<file path="config.mk">
export PLATFORM = sky130hd
export DESIGN_NAME = proc_out_stream_buffer
export DESIGN_NICKNAME = d
export VERILOG_FILES = /design/src/rtl/proc_pkg.sv /design/src/rtl/proc_sync_fifo.sv /design/src/rtl/proc_out_stream_buffer.sv
export SDC_FILE = /design/constraint.sdc
export NUM_CORES = 1
export LEC_CHECK = 0
export BUFFER_PORTS_ARGS = -buffer_cell sky130_fd_sc_hd__buf_4
export CORE_MARGIN = 2
export CORE_UTILIZATION = 45
export DETAILED_ROUTE_END_ITERATION = 16
export GPL_TIMING_DRIVEN = 0
export MAX_ROUTING_LAYER = met4
export SYNTH_ARGS = -nofsm -noshare
export SYNTH_HDL_FRONTEND = slang
export SYNTH_SLANG_ARGS = --single-unit
export TNS_END_PERCENT = 50
</file>
<file path="constraint.sdc">
create_clock -name clk -period 6.35 [get_ports clk]
set_input_delay 0.3175 -clock clk [delete_from_list [all_inputs] [get_ports clk]]
set_output_delay 0.3175 -clock clk [all_outputs]
set_load 0.005 [all_outputs]
</file>
<file path="src/rtl/proc_pkg.sv">
// Shared definitions for the pixel-processor output path.
// Provides `COLOR_SIZE / `PIXEL_SIZE macros and the output-buffer FSM state type.
`ifndef PROC_PKG_SV
`define PROC_PKG_SV

`ifndef COLOR_SIZE
`define COLOR_SIZE 8
`endif

`ifndef PIXEL_SIZE
`define PIXEL_SIZE 24
`endif

package proc_pkg;

    typedef enum logic [1:0] {
        IDLE   = 2'd0,
        STREAM = 2'd1,
        DRAIN  = 2'd2,
        FINISH = 2'd3
    } out_state_t;

endpackage

`endif

</file>
<file path="src/rtl/proc_sync_fifo.sv">
// Synchronous show-ahead FIFO.
// Ports:
//   clk, rst_n     clock, async active-low reset (pointers/count only)
//   push_i         write wr_data_i this cycle (caller guarantees space or a same-cycle pop)
//   pop_i          discard head this cycle (caller guarantees not empty)
//   wr_data_i      write data
//   rd_data_o      head-of-FIFO word (show-ahead)
//   full_o         count == FIFO_DEPTH
//   count_next_o   occupancy after the current edge
module proc_sync_fifo #(
    parameter int unsigned DATA_WIDTH = 32,
    parameter int unsigned FIFO_DEPTH = 8
) (
    input  logic                             clk,
    input  logic                             rst_n,
    input  logic                             push_i,
    input  logic                             pop_i,
    input  logic [DATA_WIDTH-1:0]            wr_data_i,
    output logic [DATA_WIDTH-1:0]            rd_data_o,
    output logic                             full_o,
    output logic [$clog2(FIFO_DEPTH):0]      count_next_o
);

    localparam int unsigned AW = $clog2(FIFO_DEPTH);
    localparam int unsigned CW = AW + 1;

    logic [DATA_WIDTH-1:0] mem_q [FIFO_DEPTH];
    logic [AW-1:0]         wr_ptr_q, rd_ptr_q;
    logic [CW-1:0]         count_q, count_d;

    // Pointers wrap naturally because FIFO_DEPTH is a power of two.
    always_ff @(posedge clk or negedge rst_n) begin
        if (!rst_n) begin
            wr_ptr_q <= '0;
            rd_ptr_q <= '0;
            count_q  <= '0;
        end else begin
            if (push_i) wr_ptr_q <= wr_ptr_q + AW'(1);
            if (pop_i)  rd_ptr_q <= rd_ptr_q + AW'(1);
            count_q <= count_d;
        end
    end

    // Storage carries no reset; validity is tracked by count.
    always_ff @(posedge clk) begin
        if (push_i) mem_q[wr_ptr_q] <= wr_data_i;
    end

    always_comb begin
        count_d = count_q + CW'(push_i) - CW'(pop_i);
    end

    assign rd_data_o    = mem_q[rd_ptr_q];
    assign full_o       = (count_q == CW'(FIFO_DEPTH));
    assign count_next_o = count_d;

endmodule

</file>
<file path="src/rtl/proc_out_stream_buffer.sv">
// Output stream buffer behind the pixel processor: buffers words (no upstream
// backpressure), re-issues them on valid/ready, tags the last word of the frame,
// counts words written and flags drops.
// Ports:
//   clk, rst_n        clock, async active-low reset
//   in_data/in_vld    processed word and its valid
//   in_done           one-cycle end-of-frame pulse (may coincide with in_vld)
//   out_data/out_vld  head-of-FIFO word and valid; out_ready accepts
//   out_last          out_data is the final word of the frame
//   word_count        words written this frame (saturating)
//   overflow          sticky drop flag for the frame
//   frame_done        one-cycle pulse after the last word is accepted
//   busy              FSM not idle
//   ones_count        (only with OUT_STAT_EN) popcount sum of written words
// Build option: define OUT_STAT_EN to add the ones_count statistic.
module proc_out_stream_buffer
    import proc_pkg::*;
#(
    parameter int unsigned DATA_WIDTH = 32,
    parameter int unsigned FIFO_DEPTH = 8,
    parameter int unsigned CNT_WIDTH  = 16
) (
    input  logic                  clk,
    input  logic                  rst_n,
    input  logic [DATA_WIDTH-1:0] in_data,
    input  logic                  in_vld,
    input  logic                  in_done,
    output logic [DATA_WIDTH-1:0] out_data,
    output logic                  out_vld,
    input  logic                  out_ready,
    output logic                  out_last,
    output logic [CNT_WIDTH-1:0]  word_count,
    output logic                  overflow,
    output logic                  frame_done,
    output logic                  busy
`ifdef OUT_STAT_EN
    ,
    output logic [CNT_WIDTH+$clog2(DATA_WIDTH)-1:0] ones_count
`endif
);

    localparam int unsigned CW = $clog2(FIFO_DEPTH) + 1;

    out_state_t            state_q, state_d;
    logic [CNT_WIDTH-1:0]  word_count_q, word_count_d;
    logic                  overflow_q, overflow_d;
    logic                  out_vld_q, out_vld_d;
    logic                  out_last_q, out_last_d;
    logic                  frame_done_q, frame_done_d;
    logic                  busy_q, busy_d;

    logic                  push, pop, drop, wr_open, frame_start, full;
    logic [CW-1:0]         fifo_count_d;
    logic [DATA_WIDTH-1:0] head;

    assign wr_open     = (state_q == IDLE) || (state_q == STREAM);
    assign pop         = out_vld_q && out_ready;
    // A same-cycle pop frees a slot, so a full FIFO still accepts a push.
    assign push        = in_vld && wr_open && (!full || pop);
    assign drop        = in_vld && !push;
    assign frame_start = (state_q == IDLE) && in_vld;

    proc_sync_fifo #(
        .DATA_WIDTH (DATA_WIDTH),
        .FIFO_DEPTH (FIFO_DEPTH)
    ) u_fifo (
        .clk          (clk),
        .rst_n        (rst_n),
        .push_i       (push),
        .pop_i        (pop),
        .wr_data_i    (in_data),
        .rd_data_o    (head),
        .full_o       (full),
        .count_next_o (fifo_count_d)
    );

    // State and registered outputs.
    always_ff @(posedge clk or negedge rst_n) begin
        if (!rst_n) begin
            state_q      <= IDLE;
            word_count_q <= '0;
            overflow_q   <= 1'b0;
            out_vld_q    <= 1'b0;
            out_last_q   <= 1'b0;
            frame_done_q <= 1'b0;
            busy_q       <= 1'b0;
        end else begin
            state_q      <= state_d;
            word_count_q <= word_count_d;
            overflow_q   <= overflow_d;
            out_vld_q    <= out_vld_d;
            out_last_q   <= out_last_d;
            frame_done_q <= frame_done_d;
            busy_q       <= busy_d;
        end
    end

    // Next-state, counters and look-ahead output flags.
    always_comb begin
        state_d      = state_q;
        word_count_d = word_count_q;
        overflow_d   = overflow_q;

        case (state_q)
            IDLE: begin
                if (in_vld)       state_d = in_done ? DRAIN : STREAM;
                else if (in_done) state_d = FINISH;
            end
            STREAM: begin
                // Nothing left to drain: skip straight to FINISH.
                if (in_done) state_d = (fifo_count_d == '0) ? FINISH : DRAIN;
            end
            DRAIN: begin
                if (fifo_count_d == '0) state_d = FINISH;
            end
            FINISH: begin
                state_d = IDLE;
            end
            default: begin
                state_d = IDLE;
            end
        endcase

        if (frame_start) begin
            word_count_d = CNT_WIDTH'(1);
            overflow_d   = 1'b0;
        end else begin
            if (push && (word_count_q != '1)) word_count_d = word_count_q + CNT_WIDTH'(1);
            if (drop) overflow_d = 1'b1;
        end

        // Outputs registered from next state so they line up with the FIFO contents.
        out_vld_d    = ((state_d == STREAM) || (state_d == DRAIN)) && (fifo_count_d != '0);
        out_last_d   = (state_d == DRAIN) && (fifo_count_d == CW'(1));
        frame_done_d = (state_d == FINISH);
        busy_d       = (state_d != IDLE);
    end

    // Head word is forced to zero whenever nothing valid is presented.
    assign out_data   = out_vld_q ? head : '0;
    assign out_vld    = out_vld_q;
    assign out_last   = out_last_q;
    assign word_count = word_count_q;
    assign overflow   = overflow_q;
    assign frame_done = frame_done_q;
    assign busy       = busy_q;

`ifdef OUT_STAT_EN
    localparam int unsigned PW = $clog2(DATA_WIDTH) + 1;
    localparam int unsigned OW = CNT_WIDTH + $clog2(DATA_WIDTH);

    logic [PW-1:0] bit_sum;
    logic [OW-1:0] ones_q, ones_d;

    // Popcount of the incoming word, accumulated per successful write.
    always_comb begin
        bit_sum = '0;
        for (int i = 0; i < int'(DATA_WIDTH); i++) bit_sum = bit_sum + PW'(in_data[i]);
        ones_d = ones_q;
        if (frame_start)  ones_d = OW'(bit_sum);
        else if (push)    ones_d = ones_q + OW'(bit_sum);
    end

    always_ff @(posedge clk or negedge rst_n) begin
        if (!rst_n) ones_q <= '0;
        else        ones_q <= ones_d;
    end

    assign ones_count = ones_q;
`endif

endmodule

</file>
# Yosys cells after proc, flatten, opt, wreduce, memory -nomap -nowiden

Memories as Yosys holds them, arrays and structs flattened.
Index checks and enable logic that the tools add are counted.

Bits in registers: 33
Memory bits (writable): 256
Bits of input ports: 37
Logic and storage cells: 58
Memories: 1

Memory list:

| memory       | depth | width | read ports | clocked after memory_dff | wr ports | line                 | source |
|---|---|---|---|---|---|---|---|
| u_fifo.mem_q | 8     | 32    | 1          | 0                        | 1        | proc_sync_fifo.sv:27 | `logic [DATA_WIDTH-1:0] mem_q [FIFO_DEPTH];` |

$add $sub $neg: 5
Equal/unequal tests: 9
Muxes and demuxes: 14
Reduce and logical (&&, ||, !) cells: 19

Operators with widths:

| kind                  | count |
|---|---|
| $mux 16               | 2 |
| $mux 32               | 1 |
| $add 16x1->16 const B | 1 |
| $ne 16x16->1 const B  | 1 |
| $mux 2                | 5 |
| $eq 2x2->1 const B    | 4 |
| $logic_and 1x1->1     | 8 |
| $pmux 2 s4            | 1 |
| $add 3x1->3 const B   | 2 |
| $reduce_bool 2->1     | 3 |
| $mux 1                | 5 |
| $add 4x1->4           | 1 |
| $eq 2x1->1 const B    | 2 |
| $eq 4x1->1 const B    | 1 |
| $eq 4x4->1 const B    | 1 |
| $logic_not 4->1       | 1 |
| $reduce_bool 4->1     | 1 |
| $sub 4x1->4           | 1 |
| $logic_or 1x1->1      | 3 |
| $logic_not 1->1       | 2 |
| $logic_not 2->1       | 1 |

# Depth between registers and ports, before layout

Depth in word-level cells: 13
Depth in mapped cells: 13

# Cells and area by module

A second synthesis with hierarchy kept.

Cells, all modules: 581
Area, all modules: 11733.8 um2

Modules (own cells, without submodules):

| module                 | instances | cells each | area an instance (um2) | seq. area each (um2) |
|---|---|---|---|---|
| proc_sync_fifo         | 1         | 421        | 10253.6                | 7937.6 |
| proc_out_stream_buffer | 1         | 160        | 1480.2                 | 575.6 |

# Worst setup path before layout

No wires, ideal clock.

Path kind: reg-to-reg
From: register out_vld_q, in the netlist out_vld
To: memory u_fifo.mem_q[2][0], enable pin
Library setup time: 0.513 ns
Arrival: 4.333 ns
Required time: 5.837 ns
Path slack: 1.504 ns
Stages on the path, launching flop included: 5
Buffers on the path: 1
Period minus slack after synthesis: 4.846 ns
Cells stage by stage: dfrtp_1 -> nand2_2 -> a31o_4 -> buf_6 -> nor4b_1

Longest elaborated chain between the ends: 5

Ends and longest elaborated chain:

| item                         | line                         | source |
|---|---|---|
| start, declared              | proc_out_stream_buffer.sv:47 | `logic out_vld_q, out_vld_d;` |
| start signal, assigned       | proc_out_stream_buffer.sv:91 | `out_vld_q <= out_vld_d;` |
| $logic_and 1x1->1            | proc_out_stream_buffer.sv:57 | `assign pop = out_vld_q && out_ready;` |
| $logic_or 1x1->1             | proc_out_stream_buffer.sv:59 | `assign push = in_vld && wr_open && (!full \|\| pop);` |
| $logic_and 1x1->1            | proc_out_stream_buffer.sv:59 |  |
| $mux 1                       | proc_sync_fifo.sv:46         | `if (push_i) mem_q[wr_ptr_q] <= wr_data_i;` |
| $mux 1 (implied by the code) | proc_sync_fifo.sv:46         |  |
| end, declared                | proc_sync_fifo.sv:27         |  |

Every way passes these cells.

# Worst setup path after layout

From: register out_vld_q, in the netlist out_vld
To: register out_vld_q, in the netlist out_vld

Longest elaborated chain between the ends: 12
Elaborated cells on any way between the ends: 15
Classes of those cells: add/sub (2); eq/ne (2); mux (4); reduce/logical (7)

Ends and longest elaborated chain:

| item                                            | line                                                         | source |
|---|---|---|
| $logic_and 1x1->1 *                             | proc_out_stream_buffer.sv:57                                 |  |
| $logic_or 1x1->1 *                              | proc_out_stream_buffer.sv:59                                 |  |
| $logic_and 1x1->1 *                             | proc_out_stream_buffer.sv:59                                 |  |
| net push                                        | proc_out_stream_buffer.sv:52                                 | `logic push, pop, drop, wr_open, frame_start, full;` |
| $add 4x1->4 *                                   | proc_sync_fifo.sv:50                                         | `count_d = count_q + CW'(push_i) - CW'(pop_i);` |
| $sub 4x1->4 *                                   | proc_sync_fifo.sv:50                                         |  |
| net fifo_count_d[1]                             | proc_out_stream_buffer.sv:53                                 | `logic [CW-1:0] fifo_count_d;` |
| $logic_not 4->1                                 | proc_out_stream_buffer.sv:111, proc_out_stream_buffer.sv:114 |  |
| $mux 1                                          | proc_out_stream_buffer.sv:111                                | `if (in_done) state_d = (fifo_count_d == '0) ? FINISH : DRAIN;` |
| $mux 2                                          | proc_out_stream_buffer.sv:111                                |  |
| $pmux 2 s4                                      | proc_out_stream_buffer.sv:104                                | `case (state_q)` |
| $eq 2x1->1 / $eq 2x2->1 (equally long branches) | proc_out_stream_buffer.sv:133                                | `out_vld_d = ((state_d == STREAM) \|\| (state_d == DRAIN)) && (fifo_count_d != '0);` |
| $logic_or 1x1->1                                | proc_out_stream_buffer.sv:133                                |  |
| $logic_and 1x1->1 *                             | proc_out_stream_buffer.sv:133                                |  |
| net out_vld_d                                   | proc_out_stream_buffer.sv:47                                 |  |

Mark *: on every way through the listed nets, which the timed path passes. The rest lies on a longest branch.
A chain may end at the register's enable or synchronous reset.

==> flow_summary.rst <==
.. list-table::
   :header-rows: 1

   * - Metric
     - Value
   * - Via count of the first global-routing pass
     - 6425
   * - Horizontal extent of the die
     - about 160 µm
   * - Slew Viols, Final
     - 0
   * - Post-detailed-placement half-perimeter wirelength
     - around 16000 µm
   * - Final wirelength
     - 24100 µm
   * - Diode count
     - 0
   * - Filler Cells Inserted
     - 1955
   * - Standard-cell rows
     - just under 60
   * - Height of the die
     - 164 µm
   * - Critical Path RT
     - between 6000 and 7000 ps
   * - Total global-route track usage
     - between 10% and 20%
   * - Part of the power in combinational logic
     - 32.6%
   * - Switching share of power
     - roughly 30%
   * - Crit path top cell by count
     - ha_1
   * - Dominant combinational cell family by area after synthesis
     - multiplexers
   * - Avg Synthesized Cell Area
     - about 20 µm²
   * - Worst path max stage delay
     - 490 ps
   * - Vias per cell
     - between 5 and 6
   * - Setup_tns
     - 0 ps
   * - Type of origin of the critical path
     - flip-flop
   * - Crit-path slowest cell
     - dfrtp_1
   * - Buffer cell driving the clock tree root
     - clkbuf_16
   * - Register area
     - approximately 8500 µm²
   * - Worst Skew
     - around 18 ps
   * - Final #Nets
     - 812
   * - Final min period
     - 3220 ps
   * - Clock share of power
     - 26.3%
   * - Int Pwr
     - 4050 µW
   * - Post-CTS Resized
     - 0
   * - Ratio of cells with drive above 1 in the final layout
     - roughly a third
   * - Source-to-sink clock delay at the later pin of the worst-skew pair
     - 550 ps
   * - CTS buffer count
     - 29
   * - Total count of hold-check failures in the final report
     - 0
   * - Max Freq
     - 311 MHz
   * - Setup repair after global routing missed its margin
     - false
   * - Initial antenna violation count
     - 0
   * - Number of cells produced by synthesis
     - 580
   * - Share of synthesized area spent on multiplexers
     - 15.5%
   * - Synthesis warning total
     - 0
   * - Vias
     - 5930
   * - Clk slew on worst S/H paths
     - around 60 ps
   * - IO Port Bufs
     - 89
   * - Slew Limit Headroom
     - between 30% and 40%
   * - Post-DR wirelength/cell
     - 21.6 µm
   * - Status
     - finished clean
   * - Sink count of the clock tree
     - about 290
   * - Setup crit start
     - out_vld
   * - Area taken by multi-input logic gates
     - 2920 µm²
   * - Adder-cell area share of the yosys netlist
     - under 10%
   * - Post-route non-filler standard cell count
     - 1115
   * - Worst Min Path Start
     - in_data[5]
   * - Class of the most critical setup path
     - reg -> reg
   * - Net Sw Power
     - 1710 µW
   * - Placer's final routability congestion estimate
     - between 0.8 and 0.9
   * - Total Die Area
     - 27000 µm²
   * - Compound-cell area share of the yosys netlist
     - 1.45%
   * - CTS tree
     - yes
   * - Worst VDD drop
     - 0.207 mV
   * - Final core occ
     - 56.2%
   * - Standard cell area after detailed placement
     - roughly 13000 µm²
   * - Critical-path cell list
     - nand2_2 > a31o_4 > inv_4 > ha_1 > fa_1 > or3_1 > o31ai_1 > o211ai_1 > ha_1 > nor2b_1
   * - Number of register bits inferred by synthesis
     - 289
   * - Post-DRT Antenna Nets
     - 0
   * - Reg-to-reg setup timing slack
     - 3130 ps
   * - Netlist area before placement
     - 11500 µm²
   * - Maximum number of pins on one net before global-route repair
     - 34
   * - Total of endpoints with negative setup slack in the final report
     - 0
   * - Maximum buffer depth of the clock tree
     - 3
   * - Number of distinct library cells after synthesis
     - 45
   * - Detailed-routing iteration count for the pre-antenna-repair pass
     - 5
   * - Relative contribution of sequential cells to total power
     - between 40% and 50%
   * - Period utilization
     - about 51%
   * - Share of the yosys chip area belonging to registers
     - 73.7%
   * - Post-synthesis share of cell area spent on and, or, nand and nor gates
     - 5.25%
   * - Remaining global-route overflow
     - 0
   * - Number of enable flip-flop cells after synthesis
     - 256
   * - Total leakage power
     - about 0.005 µW
   * - Maximum level of the CTS H-tree
     - 1
   * - Power density normalized to cell area
     - 407 nW/µm²
   * - Flip-flop cell with the highest count after synthesis
     - edfxtp_1
   * - # placed instances
     - 1031
   * - Transition time at the pin with the least slew margin
     - between 1000 and 1500 ps
   * - Layout area overhead
     - 22.5%
   * - I/O pin count
     - 90
   * - Type of the tightest min-delay check
     - in -> reg
   * - XOR/XNOR share of the synthesized area
     - 1.29%
   * - Final instance area
     - 14100 µm²
   * - Number of DRC violations after detailed-routing iteration 0
     - about 340
   * - Worst path arrival time
     - around 3700 ps
   * - CP Capture Type
     - flip-flop
   * - Ys async rst share
     - 11.4%
   * - Number of violations of the max-capacitance limit
     - 0
   * - DR DRC count
     - 0
   * - Core region area
     - 25200 µm²
   * - Post-synth net total
     - 629
   * - Critical path peak fanout
     - 10
   * - First-pass GRT wire length
     - 36900 µm
   * - Starting density of the core
     - 45.8%
   * - Launch point of the worst reg-to-reg path
     - out_vld
[area by class of cell]
cell class              count  share of cell area (%)
flip-flops and latches    289                    60.2
inverters                  11                   0.310
clock buffers              35                    5.29
multi-input cells         255                    20.7
clock inverters            18                   0.593
plain buffers              25                   0.796
well taps                 330                    2.92
repair buffers            152                    9.24
[cell usage after synthesis (all sizes together) (3+ instances only)]
| master | count | area [µm²] |
|---|---|---|
| inv | 11 | 43.8 |
| mux4 | 64 | 1440 |
| or4 | 3 | 22.5 |
| ha | 11 | 138 |
| nor4b | 3 | 26.3 |
| dfrtp | 33 | 826 |
| nor2 | 17 | 63.8 |
| clkbuf | 12 | 45.0 |
| xor2 | 6 | 52.6 |
| nand4 | 6 | 37.5 |
| xnor2 | 11 | 96.3 |
| edfxtp | 256 | 7690 |
| nand3 | 4 | 20.0 |
| nor3 | 4 | 20.0 |
| mux2i | 33 | 330 |
| buf | 13 | 67.6 |
| and3 | 3 | 18.8 |
| nor4 | 7 | 43.8 |
| nor2b | 33 | 206 |
| nand2 | 20 | 80.1 |
| o211ai | 6 | 50.1 |
[worst max-delay path: cells and delay by family (launching register included)]
family                   cells  cell delay [ps]
AND/OR/NAND/NOR              3              710
AO/OA/AOI/OAI                3              760
adder cells (fa/ha/maj)      3             1000
buffers and inverters        1              140
flip-flops                   1              490
[what timing repair did]
item | CTS | global route
hold buffers | 31 | 0
endpoints found under the setup margin | 0 | 0
hold endpoints to repair | 272 | 0
buffers inserted | 0 | 0
[state kept, by name, indices dropped and copies added, names as in the netlist]
register,flops
out_last,1
frame_done,1
out_vld,1
u_fifo.rd_ptr_q,3
u_fifo.wr_ptr_q,3
u_fifo.mem_q,256
u_fifo.count_q,4
state_q,2
busy,1
overflow,1
word_count,16
[power groups by stage]
stage | Clock [µW] | Combinational (µW) | Sequential, µW
floorplan | 0 | 1180 | 2390
global placement | 0 | 1800 | 2410
detailed placement | 0 | 1900 | 2410
CTS | 1550 | 1920 | 2370
global route | 1620 | 2060 | 2380
finish | 1510 | 1880 | 2370
[final timing paths]
path,cells after the start,to
max in group asynchronous,2,u_fifo.rd_ptr_q[2]
worst max register to register,10,out_vld
worst min-delay path,1,u_fifo.mem_q[4][5]
min in group asynchronous,2,word_count[4]
worst max-delay path,10,out_vld
worst min register to register,2,overflow
[per-stage QoR]
stage               hold WS [ps]  total power [µW]  setup WS, ps
finish                      24.4              5750          3130
CTS                         3.74              5840          3110
floorplan                   21.9              3570          1500
detailed placement           290              4300          3150
global placement             278              4210         -2220
global route                2.40              6070          2880
[cells by family after synthesis]
kind of cell,after synthesis
adder cells (fa/ha/maj),12
XOR/XNOR,17
multiplexers,99
buffers and inverters,36
flip-flops,289
AND/OR/NAND/NOR,109
AO/OA/AOI/OAI,18
[cell usage in the layout, fill, tap and decap left out, types with 4 or more instances in the layout]
master / count
edfxtp_1: 256
buf_4: 103
mux4_2: 64
mux2i_1: 33
nor2b_1: 33
dfrtp_1: 33
dlygate4sd3_1: 31
clkbuf_16: 29
nand2_1: 18
clkbuf_1: 18
nor2_1: 16
buf_6: 15
xnor2_1: 11
ha_1: 11
inv_1: 10
clkinv_1: 10
buf_2: 9
xor2_1: 6
nor4_1: 6
nand4_1: 6
clkinv_2: 6
o211ai_1: 5
nand3_1: 4
[metal layers]
layer	track usage, %	vias up	wire length, µm
met4	5.18	0	431
met2	31.7	135	12400
met3	3.11	28	1150
met5	-	-	0
li1	-	2704	-
met1	24.4	3063	10100
No activity file was read; power rests on OpenSTA's default activity.
